[src/rtl/uart_tx.sv]
// UART transmitter: 16x-oversampled serial framer with optional parity bit
// and a configurable stop length. The line output is fully registered.
module uart_tx #(
    parameter int DATA_BITS  = 8,
    parameter int STOP_TICKS = 16,
    parameter int PARITY_EN  = 0,
    parameter int PARITY_ODD = 0
) (
    input  logic       clk,
    input  logic       rst_n,
    input  logic       tick,
    input  logic       tx_start,
    input  logic [7:0] din,
    output logic       tx,
    output logic       busy,
    output logic       tx_done_tick
);

    localparam logic [2:0] S_IDLE   = 3'd0;
    localparam logic [2:0] S_START  = 3'd1;
    localparam logic [2:0] S_DATA   = 3'd2;
    localparam logic [2:0] S_PARITY = 3'd3;
    localparam logic [2:0] S_STOP   = 3'd4;

    localparam logic [7:0] DATA_MASK  = 8'((16'd1 << DATA_BITS) - 16'd1);
    localparam logic [2:0] LAST_BIT   = 3'(DATA_BITS - 1);
    localparam logic [5:0] STOP_END   = 6'(STOP_TICKS);
    localparam logic       HAS_PARITY = (PARITY_EN != 0);
    localparam logic       ODD_BIT    = (PARITY_ODD != 0);

    logic [2:0] state_q, state_d;
    logic [3:0] tick_cnt_q, tick_cnt_d;
    logic [2:0] bit_cnt_q, bit_cnt_d;
    logic [5:0] stop_cnt_q, stop_cnt_d;
    logic [7:0] shreg_q, shreg_d;
    logic       parity_q, parity_d;
    logic       tx_q, tx_d;
    logic       busy_q, busy_d;
    logic       done_q, done_d;
    logic [7:0] din_m;

    assign din_m = din & DATA_MASK;

    always_comb begin
        state_d    = state_q;
        tick_cnt_d = tick_cnt_q;
        bit_cnt_d  = bit_cnt_q;
        stop_cnt_d = stop_cnt_q;
        shreg_d    = shreg_q;
        parity_d   = parity_q;
        done_d     = 1'b0;

        case (state_q)
            S_IDLE: begin
                // A tick in the accepting cycle is deliberately not counted.
                if (tx_start) begin
                    shreg_d    = din_m;
                    parity_d   = (^din_m) ^ ODD_BIT;
                    tick_cnt_d = '0;
                    bit_cnt_d  = '0;
                    stop_cnt_d = '0;
                    state_d    = S_START;
                end
            end
            S_START: begin
                if (tick) begin
                    tick_cnt_d = tick_cnt_q + 4'd1;
                    if (tick_cnt_q == 4'd15) begin
                        state_d = S_DATA;
                    end
                end
            end
            S_DATA: begin
                if (tick) begin
                    tick_cnt_d = tick_cnt_q + 4'd1;
                    if (tick_cnt_q == 4'd15) begin
                        shreg_d = {1'b0, shreg_q[7:1]};
                        if (bit_cnt_q == LAST_BIT) begin
                            bit_cnt_d = '0;
                            state_d   = HAS_PARITY ? S_PARITY : S_STOP;
                        end else begin
                            bit_cnt_d = bit_cnt_q + 3'd1;
                        end
                    end
                end
            end
            S_PARITY: begin
                if (tick) begin
                    tick_cnt_d = tick_cnt_q + 4'd1;
                    if (tick_cnt_q == 4'd15) begin
                        state_d = S_STOP;
                    end
                end
            end
            S_STOP: begin
                // Counter reaches STOP_END on the final stop tick; the frame closes one clk later.
                if (stop_cnt_q == STOP_END) begin
                    stop_cnt_d = '0;
                    done_d     = 1'b1;
                    state_d    = S_IDLE;
                end else if (tick) begin
                    stop_cnt_d = stop_cnt_q + 6'd1;
                end
            end
            default: begin
                state_d = S_IDLE;
            end
        endcase

        case (state_d)
            S_START:  tx_d = 1'b0;
            S_DATA:   tx_d = shreg_d[0];
            S_PARITY: tx_d = parity_d;
            default:  tx_d = 1'b1;
        endcase

        busy_d = (state_d != S_IDLE);
    end

    always_ff @(posedge clk or negedge rst_n) begin
        if (!rst_n) begin
            state_q    <= S_IDLE;
            tick_cnt_q <= '0;
            bit_cnt_q  <= '0;
            stop_cnt_q <= '0;
            shreg_q    <= '0;
            parity_q   <= 1'b0;
            tx_q       <= 1'b1;
            busy_q     <= 1'b0;
            done_q     <= 1'b0;
        end else begin
            state_q    <= state_d;
            tick_cnt_q <= tick_cnt_d;
            bit_cnt_q  <= bit_cnt_d;
            stop_cnt_q <= stop_cnt_d;
            shreg_q    <= shreg_d;
            parity_q   <= parity_d;
            tx_q       <= tx_d;
            busy_q     <= busy_d;
            done_q     <= done_d;
        end
    end

    assign tx           = tx_q;
    assign busy         = busy_q;
    assign tx_done_tick = done_q;

endmodule

[config.mk]
export PLATFORM = sky130hd
export DESIGN_NAME = uart_tx
export DESIGN_NICKNAME = d
export VERILOG_FILES = /design/src/rtl/uart_tx.sv
export SDC_FILE = /design/constraint.sdc
export NUM_CORES = 1
export LEC_CHECK = 0
export CORE_MARGIN = 5
export CORE_UTILIZATION = 48
export CTS_BUF_LIST = sky130_fd_sc_hd__clkbuf_8
export DETAILED_ROUTE_END_ITERATION = 12
export PLACE_DENSITY = 0.69
export SLEW_MARGIN = 10
export SYNTH_ARGS = -nofsm -noshare
export SYNTH_HDL_FRONTEND = slang
export SYNTH_SLANG_ARGS = --single-unit
export TNS_END_PERCENT = 30
[constraint.sdc]
create_clock -name clk -period 2.1 [get_ports clk]
set_clock_uncertainty 0.1 [all_clocks]
set_input_delay 0.315 -clock clk [delete_from_list [all_inputs] [get_ports clk]]
set_output_delay 0.315 -clock clk [all_outputs]
set_load 0.005 [all_outputs]
==> impl_metrics.tcl, run 1 <==
set metrics [dict create \
    min_path_type "input pin to asynchronous set/reset pin" \
    core_um2 3050 \
    n_fill_cell 286 \
    die_w_um 66.5 \
    cts_hold_buf 0 \
    synth_nets 164 \
    synthFlopType "dfrtp_1" \
    synthMuxAreaShare_pct 1.63 \
    cpPeakStageDelay_ns 0.48 \
    rrSetupSlack_ns 0.21 \
    drtAntennaViolNets 0 \
    rsz0062_at_grt "no" \
    finalSetupTns_ns 0 \
    path_cells "inv_1 > ha_1 > nand2_1 > or4_1 > o21ai_0 > a21oi_1" \
    drt-total-wl_um 2950 \
    clock_path_buffers 2 \
    synth_compound_area_share_pct 15.7 \
    die_h_um 66.5 \
    htreeDepth 1 \
    pwr-share-seq_pct 48.3 \
    critPathKind "register to register" \
    cts_setup_buffers 0 \
    grt_max_degree 29 \
    hold_viol 0 \
    yosys_register_bits 28 \
    setup_viol 0 \
    final_max_slew_viol_count 0 \
    relSlewSlack_pct 68.8 \
    cp_top_family "simple AND/OR/NAND/NOR gates" \
    worstPathRequired_ns 2.14 \
    combPwrFrac_pct 27.6 \
    grt_usage_pct 15.1 \
    grt-ovfl-total 0 \
    synthAdderAreaFrac_pct 4.08 \
    period_share_pct 89.9 \
    vias 1128 \
    clk_pin_slew_ns 0.10 \
    post-place-cells 202 \
    syn_inst 147 \
    pwr-share-clk_pct 24.2 \
    antenna_cells 0 \
    port_buffers 14 \
    p_leak_nw 0.753 \
    wl_per_cell_um 14.3 \
    synth-seq-area-share_pct 45.8 \
    drt_first_pass_iters 4 \
    yosys.area_share.simple_pct 19.9 \
    first_global_vias 1167 \
    synth_area_um2 1530 \
    synth_edf_count 0 \
    cts.sinks 28 \
    clockRootBuffer "clkbuf_8" \
    drtIter0Drc 94 \
    r2r_cells 6 \
    cts_buffers 3 \
    syn2layout_area_growth_pct 15.3 \
    finalWeightedCongestion 0.804 \
    num_io_pins 15 \
    drv_cap 0 \
    crit_path_end_kind "register" \
    timing.rr.end "stop_cnt_q[4]$_DFFE_PN0P_" \
    ir_worst_vdd_mv 0.398 \
    period_minus_slack_ns 1.89 \
    drive_above_1_share_pct 16.7 \
    hpwl_um 2220 \
    viasPerCell 5.48 \
    stdcell_count 206 \
    start_util_pct 50.2 \
    drc 0 \
    rr_startpoint "stop_cnt_q[0]$_DFFE_PN0P_" \
    rows 20 \
    fmax_mhz 530 \
    ys_types 45 \
    cts_resized 0 \
    p_sw_share_pct 31.2 \
    crit_slowest_cell "or4_1" \
    clk_latency_ns 0.27 \
    crit_arrival_ns 1.93 \
    internal-power_w 0.00119 \
    critPathMaxFanout 6 \
    antenna_found_initial 0 \
    status "complete, no violations" \
    synth_xor_area_share_pct 5.71 \
    p_sw_w 0.000540 \
    cp-startpoint "stop_cnt_q[0]$_DFFE_PN0P_" \
    synth_top_family_by_area "simple AND/OR/NAND/NOR gates" \
    yosys_warnings 0 \
    dieArea_um2 4430 \
    worst_pin_slew_ns 0.466 \
    critPathLaunchType "register" \
    power_density_nw_per_um2 979 \
    nets 180 \
    crit_buf_inv 1 \
    async_reset_ff_share_pct 100 \
    cts_tree "built" \
    grt_pass1_wl_um 5210 \
    avgSynthCellArea_um2 10.4 \
]
[worst max-delay path by stage]
stage,end,slack [ns],cells past startpoint
finish,stop_cnt_q[4]$_DFFE_PN0P_,0.21,6
global route,stop_cnt_q[4]$_DFFE_PN0P_,0.08,6
CTS,stop_cnt_q[4]$_DFFE_PN0P_,0.20,6
detailed placement,shreg_q[5]$_DFFE_PN0P_,0.11,6
global placement,shreg_q[6]$_DFFE_PN0P_,0.15,6
floorplan,busy$_DFF_PN0_,0.34,6
[final cells by class]
type,count,area (um2),area share (%)
multi-input combinational,100,721,40.7
sequential,28,702,39.7
timing repair buffer,18,170,9.62
tap,44,55.1,3.11
inverter,12,50.0,2.83
clock buffer,3,41.3,2.33
clock inverter,1,30.0,1.70
[cells in the mapped netlist (3+ instances only)]
master,count,area (um2)
a21oi_1,5,25.0
a222oi_1,6,60.1
buf_4,3,22.5
buf_6,3,33.8
dfrtp_1,27,676
ha_1,5,62.6
inv_1,11,41.3
nand2_1,12,45.0
nand3_1,6,30.0
nand4_1,3,18.8
nor2_1,9,33.8
o21ai_0,12,60.1
o21ai_2,3,26.3
or3_1,3,18.8
xnor2_1,7,61.3
xor2_1,3,26.3
[registers in the layout, summed over array words and instances (netlist names)]
register and flops:
state_q 3, tx_done_tick 1, shreg_q 8, bit_cnt_q 3
tick_cnt_q 4, tx 1, parity_q 1, stop_cnt_q 6
busy 1
[through the flow]
step	hold slack, ns	util [%]	worst slack, ns	total power [W]	cell area [um2]
after floorplan	-0.0806	-	0.340	0.00119	1530
after global placement	0.370	55.6	0.152	0.00130	1700
after detailed placement	0.375	55.6	0.111	0.00132	1700
after CTS	0.320	58.0	0.205	0.00175	1770
after global routing	0.347	58.0	0.0768	0.00186	1770
final	0.309	58.0	0.213	0.00173	1770
[routing by layer]
layer / track usage (%) / part of all wire, % / vias to the layer above
met5: 0 / 0 / -
met4: 5.33 / 0.98 / 0
met3: 2.19 / 3.6 / 2
met2: 25.2 / 49 / 18
met1: 19.9 / 46 / 547
li1: - / - / 561
[power groups by stage]
stage | Clock (W) | Sequential, W | Combinational [W]
final | 0.000418 | 0.000836 | 0.000477
after floorplan | 0 | 0.000774 | 0.000411
after global placement | 0 | 0.000839 | 0.000462
after global routing | 0.000455 | 0.000859 | 0.000543
after CTS | 0.000431 | 0.000834 | 0.000482
after detailed placement | 0 | 0.000844 | 0.000479
[cells in the final DEF, fill, tap and decap left out, types with 4 or more instances in the layout]
cell / count
nand2_1: 12
nor2_1: 9
ha_1: 5
xnor2_1: 7
dfrtp_1: 27
o21ai_0: 12
a222oi_1: 6
inv_1: 11
nand3_1: 6
clkdlybuf4s50_1: 14
a21oi_1: 5
buf_4: 4
[cells by family after synthesis]
logic type	count (synthesis)
AO/OA/AOI/OAI	35
XOR/XNOR	10
adder cells (fa/ha/maj)	5
buffers and inverters	19
flip-flops	28
multiplexers	2
AND/OR/NAND/NOR	48
[worst reg2reg max path, cell delays in order (launching register included)]
cell,delay (ns)
dfrtp_1,0.44
inv_1,0.08
ha_1,0.13
nand2_1,0.10
or4_1,0.48
o21ai_0,0.34
a21oi_1,0.09
(Power assumes the default switching activity.)
==> run 2, diff against run 1 <==
--- a/config.mk
+++ b/config.mk
@@ -5,6 +5,7 @@
 export SDC_FILE = /design/constraint.sdc
 export NUM_CORES = 1
 export LEC_CHECK = 0
+export CAP_MARGIN = 0
 export CORE_MARGIN = 5
 export CORE_UTILIZATION = 48
 export CTS_BUF_LIST = sky130_fd_sc_hd__clkbuf_8
==> results of run 2 <==
The final DEF is identical to that of run 1; final timing and power are the same.
==> run 3, diff against run 2 <==
--- a/config.mk
+++ b/config.mk
@@ -11,7 +11,7 @@
 export CTS_BUF_LIST = sky130_fd_sc_hd__clkbuf_8
 export DETAILED_ROUTE_END_ITERATION = 12
 export PLACE_DENSITY = 0.69
-export SLEW_MARGIN = 10
+export SLEW_MARGIN = 20
 export SYNTH_ARGS = -nofsm -noshare
 export SYNTH_HDL_FRONTEND = slang
 export SYNTH_SLANG_ARGS = --single-unit
==> constraint.sdc (replaced) <==
create_clock -name clk -period 2.15 [get_ports clk]
set_clock_uncertainty 0.1 [all_clocks]
set_input_delay 0.3225 -clock clk [delete_from_list [all_inputs] [get_ports clk]]
set_output_delay 0.3225 -clock clk [all_outputs]
set_load 0.005 [all_outputs]
==> run 3 against run 2 <==
Register-to-register slack improved by 0.05 ns. Cell count did not move. Clock power shrank 1%. Sequential power down 2.4%. Sequential cell count did not move. Count of clock-buffer cells in the layout is the same. Critical endpoint is now busy$_DFF_PN0_. Largest cell class unchanged. Largest power group unchanged. Highest routed layer unchanged.
==> impl_metrics.tcl, run 3 (same netlist as run 1, synthesis figures left out) <==
set metrics [dict create \
    status "complete, no violations" \
    vias 1137 \
    core_um2 3050 \
    nets 180 \
    grt_max_degree 29 \
    grt_pass1_wl_um 5220 \
    hpwl_um 2210 \
    finalWeightedCongestion 0.804 \
    p_leak_nw 0.753 \
    cts_resized 0 \
    power_w 0.00169 \
    drc 0 \
    start_util_pct 50.2 \
    worstPathRequired_ns 2.21 \
    hold_viol 0 \
    min_path_type "input pin to asynchronous set/reset pin" \
    worst_pin_slew_ns 0.491 \
    rsz0062_at_grt "no" \
    critPathLaunchType "register" \
    largest_register_ffs 8 \
    cts_setup_buffers 0 \
    port_buffers 14 \
    final_max_slew_viol_count 0 \
    num_io_pins 15 \
    clk_pin_slew_ns 0.09 \
    drive_above_1_share_pct 16.7 \
    antenna_cells 0 \
    drt-total-wl_um 2940 \
    ir_worst_vdd_mv 0.467 \
    top_register "shreg_q" \
    die_h_um 66.5 \
    drv_cap 0 \
    clock_path_buffers 2 \
    cts.sinks 28 \
    clk_latency_ns 0.28 \
    syn2layout_area_growth_pct 15.3 \
    layout_common_cells "dfrtp_1, clkdlybuf4s50_1, nand2_1, o21ai_0, inv_1" \
    wl_per_cell_um 14.3 \
    seq_area_um2 702 \
    grt-ovfl-total 0 \
    finalSetupTns_ns 0 \
    period_minus_slack_ns 1.88 \
    viasPerCell 5.52 \
    setup_viol 0 \
    first_global_vias 1193 \
    drtAntennaViolNets 0 \
    grt_usage_pct 15.2 \
    cts_tree "built" \
    crit_path_end_kind "register" \
    reg_top3 "shreg_q: 8 flops, stop_cnt_q: 6 flops, tick_cnt_q: 4 flops" \
    dieArea_um2 4430 \
    n_fill_cell 281 \
    power_density_nw_per_um2 957 \
    antenna_found_initial 0 \
    critPathMaxFanout 4 \
    htreeDepth 1 \
    cts_buffers 3 \
    relSlewSlack_pct 67.2 \
    multiInputGateArea_um2 721 \
    crit_arrival_ns 1.94 \
    period_share_pct 87.6 \
    clockRootBuffer "clkbuf_8" \
    rows 20 \
    finalHoldWorstSlack_ns 0.310 \
    drt_first_pass_iters 4 \
    cts_hold_buf 0 \
    critPathKind "register to register" \
    fmax_mhz 531 \
    die_w_um 66.5 \
    drtIter0Drc 75 \
    final_common_cell "dfrtp_1" \
]
run 3: path summary, 6_finish.rpt:
kind                                           from                   endpoint  slack, ns  cells past startpoint
setup / recovery           bit_cnt_q[0]$_DFFE_PN0P_             busy$_DFF_PN0_       0.27                      6
hold / removal                                rst_n  stop_cnt_q[3]$_DFFE_PN0P_       0.31                      2
setup reg to reg           bit_cnt_q[0]$_DFFE_PN0P_             busy$_DFF_PN0_       0.27                      6
hold reg to reg              shreg_q[7]$_DFFE_PN0P_     shreg_q[6]$_DFFE_PN0P_       0.40                      2
max in group asynchronous                     rst_n               tx$_DFF_PN1_       1.34                      2
min in group clk             shreg_q[7]$_DFFE_PN0P_     shreg_q[6]$_DFFE_PN0P_       0.40                      2
run 3: area by class of cell:
type                            count  share of cell area, %
Clock inverter                      1                   1.70
Clock buffer                        3                   2.33
Sequential cell                    28                   39.7
Tap cell                           44                   3.11
Multi-Input combinational cell    100                   40.7
Timing Repair Buffer               18                   9.62
Inverter                           12                   2.83
run 3: metrics by stage:
step,setup WS [ns],instance area [um2],utilization (%),std cells
global route,0.160,1770,58.0,206
detailed placement,0.149,1700,55.6,202
CTS,0.244,1770,58.0,206
global placement,0.195,1700,55.6,202
floorplan,0.390,1530,-,147
finish,0.267,1770,58.0,206
run 3: layer usage:
metal / up-vias / global-route usage (%) / part of all wire (%)
li1: 559 / - / -
met1: 550 / 19.8 / 45
met2: 23 / 25.5 / 50
met3: 5 / 1.69 / 3.7
met4: 0 / 6.09 / 1.8
met5: - / 0 / 0
run 3: critical path, cell delays in order (launching register included):
cell	delay (ns)
dfrtp_1	0.41
ha_1	0.21
ha_1	0.19
or2_2	0.28
nand2_1	0.08
o32ai_1	0.11
or3_1	0.39
run 3: report_power, final:
group / leakage (nW) / total [W] / internal (W) / switching (W)
Clock: 0.0357 / 0.000413 / 0.000249 / 0.000164
Combinational: 0.361 / 0.000464 / 0.000239 / 0.000225
Sequential: 0.356 / 0.000816 / 0.000675 / 0.000141
